==> src/rtl/vc_pop_arbiter.sv <==
// Read-side arbiter for two VC FIFOs: strict VC0 priority with head-of-line bypass, 2-cycle pop-to-push pipeline.
// Optional per-destination push counters (cnt_d0/cnt_d1) are enabled by defining VC_POP_ARBITER_COUNTERS_EN.
module vc_pop_arbiter #(
  parameter int DATA_WIDTH = 6
) (
  input  logic                  clk,
  input  logic                  reset,
  input  logic                  init,
  input  logic                  empty_vc0,
  input  logic                  empty_vc1,
  input  logic [DATA_WIDTH-1:0] head_vc0,
  input  logic [DATA_WIDTH-1:0] head_vc1,
  input  logic [DATA_WIDTH-1:0] rdata_vc0,
  input  logic [DATA_WIDTH-1:0] rdata_vc1,
  input  logic                  almost_full_d0,
  input  logic                  almost_full_d1,
  output logic                  pop_vc0,
  output logic                  pop_vc1,
  output logic                  push_d0,
  output logic                  push_d1,
  output logic [DATA_WIDTH-1:0] data_out,
  output logic                  idle
`ifdef VC_POP_ARBITER_COUNTERS_EN
  ,
  output logic [7:0]            cnt_d0,
  output logic [7:0]            cnt_d1
`endif
);

  typedef enum logic [0:0] {
    ST_IDLE   = 1'b0,
    ST_ACTIVE = 1'b1
  } state_t;

  state_t                state_r;
  logic                  s1_valid_r;
  logic                  s1_src_r;
  logic                  s1_dest_r;
  logic                  push_d0_r;
  logic                  push_d1_r;
  logic [DATA_WIDTH-1:0] data_out_r;

  logic                  blocked_vc0_s;
  logic                  blocked_vc1_s;
  logic                  elig_vc0_s;
  logic                  elig_vc1_s;
  logic                  pop_vc0_s;
  logic                  pop_vc1_s;
  logic                  pipe_busy_s;
  logic                  unused_head_s;

  function automatic logic dest_full(input logic [DATA_WIDTH-1:0] head,
                                     input logic                  af0,
                                     input logic                  af1);
    dest_full = head[DATA_WIDTH-1] ? af1 : af0;
  endfunction

  // Only the routing bit of each head word steers the decision.
  assign unused_head_s = ^{head_vc0[DATA_WIDTH-2:0], head_vc1[DATA_WIDTH-2:0]};

  // Pop decision; a VC popped last cycle is skipped because its head peek is still stale.
  always_comb begin
    blocked_vc0_s = dest_full(head_vc0, almost_full_d0, almost_full_d1);
    blocked_vc1_s = dest_full(head_vc1, almost_full_d0, almost_full_d1);
    elig_vc0_s    = (state_r == ST_ACTIVE) && init && !empty_vc0 && !blocked_vc0_s
                    && !(s1_valid_r && !s1_src_r);
    elig_vc1_s    = (state_r == ST_ACTIVE) && init && !empty_vc1 && !blocked_vc1_s
                    && !(s1_valid_r && s1_src_r);
    pop_vc0_s     = elig_vc0_s;
    pop_vc1_s     = elig_vc1_s && !elig_vc0_s;
  end

  assign pipe_busy_s = s1_valid_r || push_d0_r || push_d1_r;

  // State machine plus the two pipeline stages (decision capture, then data capture and push).
  always_ff @(posedge clk or negedge reset) begin
    if (!reset) begin
      state_r    <= ST_IDLE;
      s1_valid_r <= 1'b0;
      s1_src_r   <= 1'b0;
      s1_dest_r  <= 1'b0;
      push_d0_r  <= 1'b0;
      push_d1_r  <= 1'b0;
      data_out_r <= {DATA_WIDTH{1'b0}};
    end else if (!init) begin
      state_r    <= ST_IDLE;
      s1_valid_r <= 1'b0;
      s1_src_r   <= 1'b0;
      s1_dest_r  <= 1'b0;
      push_d0_r  <= 1'b0;
      push_d1_r  <= 1'b0;
      data_out_r <= {DATA_WIDTH{1'b0}};
    end else begin
      case (state_r)
        ST_IDLE:   if (!empty_vc0 || !empty_vc1) state_r <= ST_ACTIVE;
        ST_ACTIVE: if (empty_vc0 && empty_vc1 && !pipe_busy_s) state_r <= ST_IDLE;
        default:   state_r <= ST_IDLE;
      endcase
      s1_valid_r <= pop_vc0_s || pop_vc1_s;
      s1_src_r   <= pop_vc1_s;
      s1_dest_r  <= pop_vc1_s ? head_vc1[DATA_WIDTH-1] : head_vc0[DATA_WIDTH-1];
      push_d0_r  <= s1_valid_r && !s1_dest_r;
      push_d1_r  <= s1_valid_r && s1_dest_r;
      if (s1_valid_r) begin
        data_out_r <= s1_src_r ? rdata_vc1 : rdata_vc0;
      end
    end
  end

  assign pop_vc0  = pop_vc0_s;
  assign pop_vc1  = pop_vc1_s;
  assign push_d0  = push_d0_r;
  assign push_d1  = push_d1_r;
  assign data_out = data_out_r;
  assign idle     = (state_r == ST_IDLE) && !pipe_busy_s;

`ifdef VC_POP_ARBITER_COUNTERS_EN
  logic [7:0] cnt_d0_r;
  logic [7:0] cnt_d1_r;

  // Free-running push counters per destination, wrapping at 8 bits.
  always_ff @(posedge clk or negedge reset) begin
    if (!reset) begin
      cnt_d0_r <= 8'd0;
      cnt_d1_r <= 8'd0;
    end else if (!init) begin
      cnt_d0_r <= 8'd0;
      cnt_d1_r <= 8'd0;
    end else begin
      if (push_d0_r) cnt_d0_r <= cnt_d0_r + 8'd1;
      if (push_d1_r) cnt_d1_r <= cnt_d1_r + 8'd1;
    end
  end

  assign cnt_d0 = cnt_d0_r;
  assign cnt_d1 = cnt_d1_r;
`endif

endmodule

==> config.mk <==
export PLATFORM = sky130hd
export DESIGN_NAME = vc_pop_arbiter
export DESIGN_NICKNAME = d
export VERILOG_FILES = /design/src/rtl/vc_pop_arbiter.sv
export SDC_FILE = /design/constraint.sdc
export NUM_CORES = 1
export LEC_CHECK = 0
export ABC_AREA = 1
export CAP_MARGIN = 20
export CORE_MARGIN = 5
export CORE_UTILIZATION = 30
export CTS_CLUSTER_DIAMETER = 200
export DETAILED_ROUTE_END_ITERATION = 10
export PLACE_DENSITY = 0.73
export SYNTH_ARGS = -nofsm -noshare
export SYNTH_HDL_FRONTEND = slang
export SYNTH_SLANG_ARGS = --single-unit
==> constraint.sdc <==
create_clock -name clk -period 1.3 [get_ports clk]
set_input_delay 0.39 -clock clk [delete_from_list [all_inputs] [get_ports clk]]
set_output_delay 0.39 -clock clk [all_outputs]
set_load 0.03 [all_outputs]
# [Word-level counts from Yosys, hierarchy flattened]
# Index checks and enable logic that the tools add are counted.
[word_totals] latch_bits=0 mem_count=0 register_bits=12 rom_bits=0 wordCells=53 output_inout_bits=11 ram_bits=0
[classes] n_bitwise=1 div_mod_pow=0 n_eq_ne=1 mul=0 magnitude_cmp=0 reduce_logical=29 muxes=15 n_addsub=0 shift=0
[op_table] op="two-way mux 6 bit" n=3
[op_table] op="logical AND 1 bit" n=15
[op_table] op="two-way mux 1 bit" n=11
[op_table] op="zero test 1 bit" n=10
[op_table] op="logical OR 1 bit" n=4
[op_table] op="!= test 2 x 1 -> 1 bit (second input constant)" n=1
[op_table] op="case mux 1 bit (2 select lines)" n=1
[op_table] op="inverter 1 bit" n=1

# [Longest topological paths before layout]
# Gate-level depths: netlist of the first run.
[logic_depth] depth_word=8 ltp_mapped=7 ltp_nobuf=7

# [Least setup slack after synthesis of the first run]
# OpenSTA, ideal clock, no wires.
[synth_path] kind="flip-flop to output port" start="register s1_src_r" end="output pop_vc1" n_path_buf=1 path_stages_with_launch=7 slack_ns=-0.423 arrival_time_ns=1.333 cell_sequence="dfrtp_1 -> buf_6 -> inv_2 -> nand2_1 -> nand3_2 -> inv_1 -> nor2_1"
[synth_between] elab_chain_cells=6 elab_cells_between_ends=9 cone_classes="reduce/logical (9)"
[synth_rtl] element="from (decl)" line_no="37" source="logic s1_src_r;"
[synth_rtl] element="from (signal assigned)" line_no="100" source="s1_src_r <= pop_vc1_s;"
[synth_rtl] element="zero test 1 bit" line_no="66" source="&& !(s1_valid_r && !s1_src_r);"
[synth_rtl] element="logical AND 1 bit" line_no="66"
[synth_rtl] element="zero test 1 bit" line_no="66"
[synth_rtl] element="logical AND 1 bit" line_no="66"
[synth_rtl] element="named net pop_vc0" line_no="17" source="output logic pop_vc0,"
[synth_rtl] element="zero test 1 bit" line_no="70" source="pop_vc1_s = elig_vc1_s && !elig_vc0_s;"
[synth_rtl] element="logical AND 1 bit" line_no="70"
[synth_rtl] element="to (decl)" line_no="18" source="output logic pop_vc1,"
# The timed path passes the listed nets, and every way through them passes these cells.

# [Worst setup path after layout of the first run]
[layout_path] start="register s1_src_r" end="output pop_vc1"
[layout_between] elab_chain_cells=6 elab_cells_between_ends=9 cone_classes="reduce/logical (9)"
[layout_rtl] element="zero test 1 bit" line_no="66"
[layout_rtl] element="logical AND 1 bit" line_no="66"
[layout_rtl] element="zero test 1 bit" line_no="66"
[layout_rtl] element="logical AND 1 bit" line_no="66"
[layout_rtl] element="zero test 1 bit" line_no="70"
[layout_rtl] element="logical AND 1 bit *" line_no="70"
# Every way passes the cells marked *; elsewhere a longest branch is shown, timed or not.

==> results of run 1 <==
## through the flow
step	worst slack, ns	cell area (µm²)
final	-0.3249	1122
after global routing	-0.3904	1122
after CTS	-0.3261	1081
after detailed placement	-0.6881	992.2
after global placement	-0.6180	992.2
after floorplan	-0.2070	623.1
## how the worst max path moves through the flow
| stage | end | startpoint | cells after the start | slack, ns |
|---|---|---|---|---|
| floorplan | pop_vc1 | s1_src_r | 6 | -0.21 |
| global placement | pop_vc1 | head_vc1[5] | 8 | -0.62 |
| detailed placement | pop_vc1 | init | 6 | -0.69 |
| CTS | pop_vc1 | s1_src_r | 6 | -0.33 |
| global route | pop_vc1 | s1_valid_r | 6 | -0.39 |
| finish | pop_vc1 | s1_src_r | 7 | -0.32 |
## repair_timing
item	in CTS	in global routing
pin swaps	6	4
setup buffers	5	2
resized for setup	17	8
setup endpoints to repair	11	3
hold endpoints to repair	0	0
## registers in the layout, summed over array words and instances, names as in the netlist
| signal | cells |
|---|---|
| data_out | 6 |
| push_d0 | 1 |
| push_d1 | 1 |
| s1_dest_r | 1 |
| s1_src_r | 1 |
| s1_valid_r | 1 |
| state_r | 1 |
## cell type report
cell class | instances | area (µm²) | share of cell area
repair buffers | 48 | 419.2 | 0.3735
flip-flops and latches | 12 | 300.3 | 0.2676
multi-input cells | 47 | 272.8 | 0.2430
inverters | 16 | 60.06 | 0.05351
clock buffers | 4 | 36.28 | 0.03233
well taps | 27 | 33.78 | 0.03010
## power groups by stage
stage               Sequential [µW]  Clock (µW)  Combinational, µW
floorplan                       420           0               68.8
global placement                403           0                200
detailed placement              403           0                203
CTS                             395         303                210
global route                    398         317                240
finish                          396         296                219
## per-layer routing
layer / GRT usage / up-vias / routed length, µm
li1: - / 340 / -
met1: 0.1400 / 314 / 620
met2: 0.2717 / 21 / 977
met3: 0.02949 / 2 / 132
met4: 0.04858 / 0 / 8
met5: 0 / - / 0
## logic make-up after synthesis
logic type,share of synthesized area
flops,0.4938
buf+inv,0.1358
simple gates,0.2655
compound gates,0.1049
## cells in the mapped netlist
master and count:
nor2_1 21, or2_1 1, a31oi_1 1, inv_2 1
nand3b_1 1, inv_1 15, nand3_2 1, a21oi_1 1
dfrtp_1 12, nand2_1 13, nand3_1 2, buf_6 2
o32ai_1 6
## cell usage in the layout (no fill, tap or decap), types with 4 or more instances in the layout
master and count:
nor2_4 4, nor2_1 16, nand2_2 4, buf_6 4, dlygate4sd2_1 5, buf_4 24, nand2_1 9, clkdlybuf4s50_1 13
o32ai_1 6, dfrtp_1 12, inv_1 13
==> out/summary.json, run 1 <==
{
  "run_status": {"value": "finished, violations left"},
  "failed_checks": {"value": "negative setup slack"},
  "number_of_clock_sinks": {"value": 12},
  "synth_area_leaders": {"value": "dfrtp_1 (49%), nor2_1 (13%), inv_1 (9.3%), o32ai_1 (8.6%), nand2_1 (8.0%)"},
  "slowest_stage": {"value": "dfrtp_1"},
  "share_seq_of_total_power": {"value": 0.435},
  "whs_endpoint": {"value": "state_r"},
  "placement.io_buffers": {"value": 31},
  "cp_class": {"value": "reg2out"},
  "fin_util": {"value": 0.5780},
  "crit_chain": {"value": "buf_6 > inv_2 > nand2_2 > nand3_2 > inv_2 > nor2_4 > buf_6"},
  "placedCellCount": {"value": 143},
  "ios": {"value": 42},
  "nFillCells": {"value": 191},
  "slew_violations": {"value": 0},
  "first_iter_violations": {"value": 6},
  "finalHoldViolations": {"value": 0},
  "vias_per_cell": {"value": 4.396},
  "post_route_cells_drive_above_1_share": {"value": 0.3622},
  "p_leak": {"value": 0.0005695, "unit": "µW"},
  "worst_skew_pair.late_latency": {"value": 0.27, "unit": "ns"},
  "detail_route.drc_violations": {"value": 0},
  "postSynthRegisterBits": {"value": 12},
  "grt_setup_unrepaired": {"value": "true"},
  "ys_types": {"value": 13},
  "critPathBufInv": {"value": 4},
  "layout_setup_ws": {"value": -0.3249, "unit": "ns"},
  "first_pass_grt_wire_length": {"value": 2967, "unit": "µm"},
  "power_switching_share": {"value": 0.2597},
  "grt_use_total": {"value": 0.1380},
  "critical_path_s_largest_stage_delay": {"value": 0.41, "unit": "ns"},
  "synth.top_cell.area_share": {"value": 0.4938},
  "fmaxAchievable": {"value": 615.4, "unit": "MHz"},
  "drt_first_pass_iters": {"value": 4},
  "layoutNonFillerInstCount": {"value": 154},
  "setup_viol": {"value": 3},
  "detail-route-antenna-nets": {"value": 0},
  "gp_routability_congestion": {"value": 0.7533},
  "design.core.area": {"value": 0.001942, "unit": "mm²"},
  "final.setup_skew": {"value": 0.001601, "unit": "ns"},
  "timing.critical_path.max_delay_family": {"value": "flip-flops"},
  "first_global_vias": {"value": 745},
  "clockBufferDepth": {"value": 2},
  "antennaDiodeCount": {"value": 0},
  "peakVddDrop": {"value": 0.0004618, "unit": "V"},
  "power.internal": {"value": 674.5, "unit": "µW"},
  "initial_cell_density_of_the_core": {"value": 0.3131},
  "synth_fp_nets": {"value": 108},
  "synthesis.area": {"value": 608.1, "unit": "µm²"},
  "chipHeight": {"value": 55.02, "unit": "µm"},
  "crit_path_max_fo": {"value": 3},
  "tritoncts": {"value": "yes"},
  "antenna_found_initial": {"value": 0},
  "worstReg2RegEnd": {"value": "data_out[0]"},
  "tritoncts.num_buffers": {"value": 3},
  "fp-row-count": {"value": 16},
  "timing.critical_path.to_type": {"value": "output pin"},
  "yosys_warnings": {"value": 0},
  "arrival": {"value": 1.23, "unit": "ns"},
  "finalPower": {"value": 911.1, "unit": "µW"},
  "p_per_area": {"value": 811.8, "unit": "mW/mm²"},
  "worst_hold_path_type": {"value": "in2reg"},
  "worst_r2r_startpoint": {"value": "s1_src_r"},
  "hold_path.startpoint": {"value": "empty_vc1"},
  "layout_worst_path_cycle_share": {"value": 1.250},
  "p_clk_frac": {"value": 0.325},
  "power.combinational.fraction": {"value": 0.241},
  "fin_hold_ws": {"value": 0.4125, "unit": "ns"},
  "place.detailed.hpwl": {"value": 1286, "unit": "µm"},
  "grt_start_max_net_pins": {"value": 13},
  "worst_setup_hold_path_clk_slew": {"value": 0.08, "unit": "ns"},
  "area_growth_syn_to_layout": {"value": 84.57, "unit": "%"},
  "p_switching": {"value": 236.7, "unit": "µW"},
  "wl_per_cell": {"value": 11.28, "unit": "µm"},
  "syn-instance-count": {"value": 77},
  "required_worst_endpoint": {"value": 0.91, "unit": "ns"},
  "ff2ff_path_depth": {"value": 6},
  "tightest_slew": {"value": 0.2470, "unit": "ns"},
  "vias": {"value": 677},
  "fin_setup_tns": {"value": -0.9166, "unit": "ns"},
  "shortest_period_the_worst_path_allows": {"value": 1.625, "unit": "ns"},
  "r2r_slack": {"value": 0.12, "unit": "ns"},
  "slew-limit-headroom": {"value": 0.8348},
  "die_w": {"value": 55.02, "unit": "µm"},
  "ctsHoldBuffers": {"value": 0},
  "number_of_nets_in_the_layout": {"value": 159},
  "cts_root_buffer": {"value": "clkbuf_4"},
  "postSynthAreaPerCell": {"value": 7.897, "unit": "µm²"},
  "fp.dieArea": {"value": 0.003027, "unit": "mm²"},
  "synth_area_leader_cell": {"value": "dfrtp_1"},
  "start_kind": {"value": "register"},
  "max_cap_viol_count": {"value": 0},
  "finalWirelength": {"value": 1737, "unit": "µm"},
  "hold_depth": {"value": 2},
  "sequential_area_share_after_synthesis": {"value": 0.4938},
  "grt_remaining_overflow": {"value": 0},
  "cts_max_level": {"value": 1}
}
(Power assumes the default switching activity.)
==> inputs of run 2 (changes only) <==
Settings changed: HOLD_SLACK_MARGIN from default to 0.06, PLACE_DENSITY 0.73 to 0.8.
==> out/summary.json, run 2 (synthesis results as in run 1) <==
{
  "area_growth_syn_to_layout": {"value": 83.95, "unit": "%"},
  "first_pass_grt_wire_length": {"value": 2891, "unit": "µm"},
  "fmaxAchievable": {"value": 607.8, "unit": "MHz"},
  "timing.critical_path.to_type": {"value": "output pin"},
  "grt_use_total": {"value": 0.1378},
  "fin_util": {"value": 0.5760},
  "tritoncts.num_buffers": {"value": 3},
  "r2r_slack": {"value": 0.13, "unit": "ns"},
  "worst_r2r_startpoint": {"value": "s1_src_r"},
  "detail-route-antenna-nets": {"value": 0},
  "p_switching": {"value": 225.0, "unit": "µW"},
  "finalWirelength": {"value": 1811, "unit": "µm"},
  "fp-row-count": {"value": 16},
  "crit_path_max_fo": {"value": 3},
  "first_global_vias": {"value": 706},
  "tritoncts": {"value": "yes"},
  "worst_hold_path_type": {"value": "in2async"},
  "die_w": {"value": 55.02, "unit": "µm"},
  "placedCellCount": {"value": 143},
  "slew_violations": {"value": 0},
  "run_status": {"value": "finished, violations left"},
  "nFillCells": {"value": 189},
  "power.internal": {"value": 611.7, "unit": "µW"},
  "grt_setup_unrepaired": {"value": "true"},
  "layout_commonest_cell": {"value": "buf_4"},
  "max_cap_viol_count": {"value": 0},
  "layoutNonFillerInstCount": {"value": 154},
  "p_per_area": {"value": 747.9, "unit": "mW/mm²"},
  "worst_setup_path_endpoint": {"value": "pop_vc1"},
  "power.combinational.fraction": {"value": 0.263},
  "number_of_clock_sinks": {"value": 12},
  "largest_reg_flops": {"value": 6},
  "multiInputGateArea": {"value": 270.3, "unit": "µm²"},
  "share_seq_of_total_power": {"value": 0.474},
  "start_kind": {"value": "register"},
  "tightest_slew": {"value": 0.2406, "unit": "ns"},
  "failed_checks": {"value": "negative setup slack"},
  "fin_setup_tns": {"value": -0.9042, "unit": "ns"},
  "place.detailed.hpwl": {"value": 1381, "unit": "µm"},
  "post_route_cells_drive_above_1_share": {"value": 0.3543},
  "worst_setup_path_startpoint": {"value": "s1_src_r"},
  "cp_class": {"value": "reg2out"},
  "seqCellArea": {"value": 300.3, "unit": "µm²"},
  "initial_cell_density_of_the_core": {"value": 0.3131},
  "arrival": {"value": 1.26, "unit": "ns"},
  "antenna_found_initial": {"value": 0},
  "p_leak": {"value": 0.0005674, "unit": "µW"},
  "chipHeight": {"value": 55.02, "unit": "µm"},
  "placement.io_buffers": {"value": 31},
  "cts_max_level": {"value": 1},
  "cts_root_buffer": {"value": "clkbuf_4"},
  "power_switching_share": {"value": 0.2689},
  "layout_worst_path_cycle_share": {"value": 1.266},
  "peakVddDrop": {"value": 0.0003435, "unit": "V"},
  "first_iter_violations": {"value": 5},
  "wl_per_cell": {"value": 11.76, "unit": "µm"},
  "final_cell_mix": {"value": "buf_4 (24), nor2_1 (16), inv_1 (13), clkdlybuf4s50_1 (13), dfrtp_1 (12)"},
  "layout_setup_ws": {"value": -0.3452, "unit": "ns"},
  "clockBufferDepth": {"value": 2},
  "slew-limit-headroom": {"value": 0.8392},
  "vias_per_cell": {"value": 4.390},
  "antennaDiodeCount": {"value": 0},
  "grt_remaining_overflow": {"value": 0},
  "global_route.usage.met1": {"value": 0.1495},
  "detail_route.drc_violations": {"value": 0},
  "shortest_period_the_worst_path_allows": {"value": 1.645, "unit": "ns"},
  "gp_routability_congestion": {"value": 0.7439},
  "ios": {"value": 42},
  "ctsHoldBuffers": {"value": 0},
  "grt_util_met2": {"value": 0.2362},
  "met3_usage": {"value": 0.03753},
  "global_route.peak_usage_layer": {"value": "met2"},
  "worst_skew_pair.late_latency": {"value": 0.27, "unit": "ns"},
  "grt_start_max_net_pins": {"value": 13},
  "worstReg2RegEnd": {"value": "s1_dest_r"},
  "vias": {"value": 676},
  "final.setup_skew": {"value": 0.001114, "unit": "ns"},
  "p_clk_frac": {"value": 0.263},
  "finalHoldViolations": {"value": 0},
  "required_worst_endpoint": {"value": 0.91, "unit": "ns"},
  "drt_first_pass_iters": {"value": 4},
  "fp.dieArea": {"value": 0.003027, "unit": "mm²"},
  "worst_setup_hold_path_clk_slew": {"value": 0.07, "unit": "ns"},
  "design.core.area": {"value": 0.001942, "unit": "mm²"},
  "ff2ff_path_depth": {"value": 8},
  "number_of_nets_in_the_layout": {"value": 160},
  "setup_viol": {"value": 3}
}
[run 2: cell count changes in the layout (fill, tap and decap cells not counted), sizes merged]
cell	change
buf	+1
clkbuf	-1
clkdlybuf4s15	-1
dlygate4sd2	+1
[run 2: worst min-delay path by stage]
stage / from / end / cells past startpoint
CTS: reset / data_out[5] / 2
floorplan: reset / data_out[0] / 0
finish: reset / push_d1 / 2
detailed placement: s1_dest_r / push_d0 / 1
global placement: s1_dest_r / push_d0 / 1
global route: empty_vc1 / state_r / 2
[run 2: metal layers]
layer	vias up	wire length [µm]
met4	0	42
met5	-	0
met3	4	148
met2	33	882
li1	340	-
met1	299	737
[run 2: area by class of cell]
class,instances,share of cell area
Timing Repair Buffer,49,0.3837
Sequential cell,12,0.2685
Multi-Input combinational cell,47,0.2416
Inverter,16,0.05593
Tap cell,27,0.03020
Clock buffer,3,0.02013
[run 2: power by group through the flow]
| stage | clock [µW] | combinational, µW | sequential [µW] |
|---|---|---|---|
| after floorplan | 0 | 68.8 | 420 |
| after global placement | 0 | 199 | 403 |
| after detailed placement | 0 | 204 | 404 |
| after CTS | 226 | 220 | 397 |
| after global routing | 243 | 240 | 398 |
| final | 220 | 220 | 397 |
[run 2: timing repair]
action	CTS	global route
pin swaps	7	3
setup buffers	10	2
gates resized for setup	21	5
gates cloned	0	0
setup endpoints to repair	10	5
hold endpoints to repair	0	0
[run 2: critical path, stage by stage (launching register included)]
cell and delay (ns):
dfrtp_1 0.41, buf_6 0.13, inv_4 0.04, nand2_2 0.04
nand3_2 0.07, inv_2 0.06, nor2_4 0.10, buf_6 0.13
[run 2: metrics by stage]
stage / setup slack [ns] / cell area [µm²] / total power (µW) / hold slack, ns
after CTS: -0.3440 / 1119 / 842.9 / 0.4122
after detailed placement: -0.6881 / 992.2 / 608.3 / 0.4243
final: -0.3452 / 1119 / 836.6 / 0.4114
after floorplan: -0.2070 / 623.1 / 489.1 / 0.09441
after global routing: -0.4047 / 1119 / 880.7 / 0.4119
after global placement: -0.6196 / 992.2 / 602.0 / 0.4050
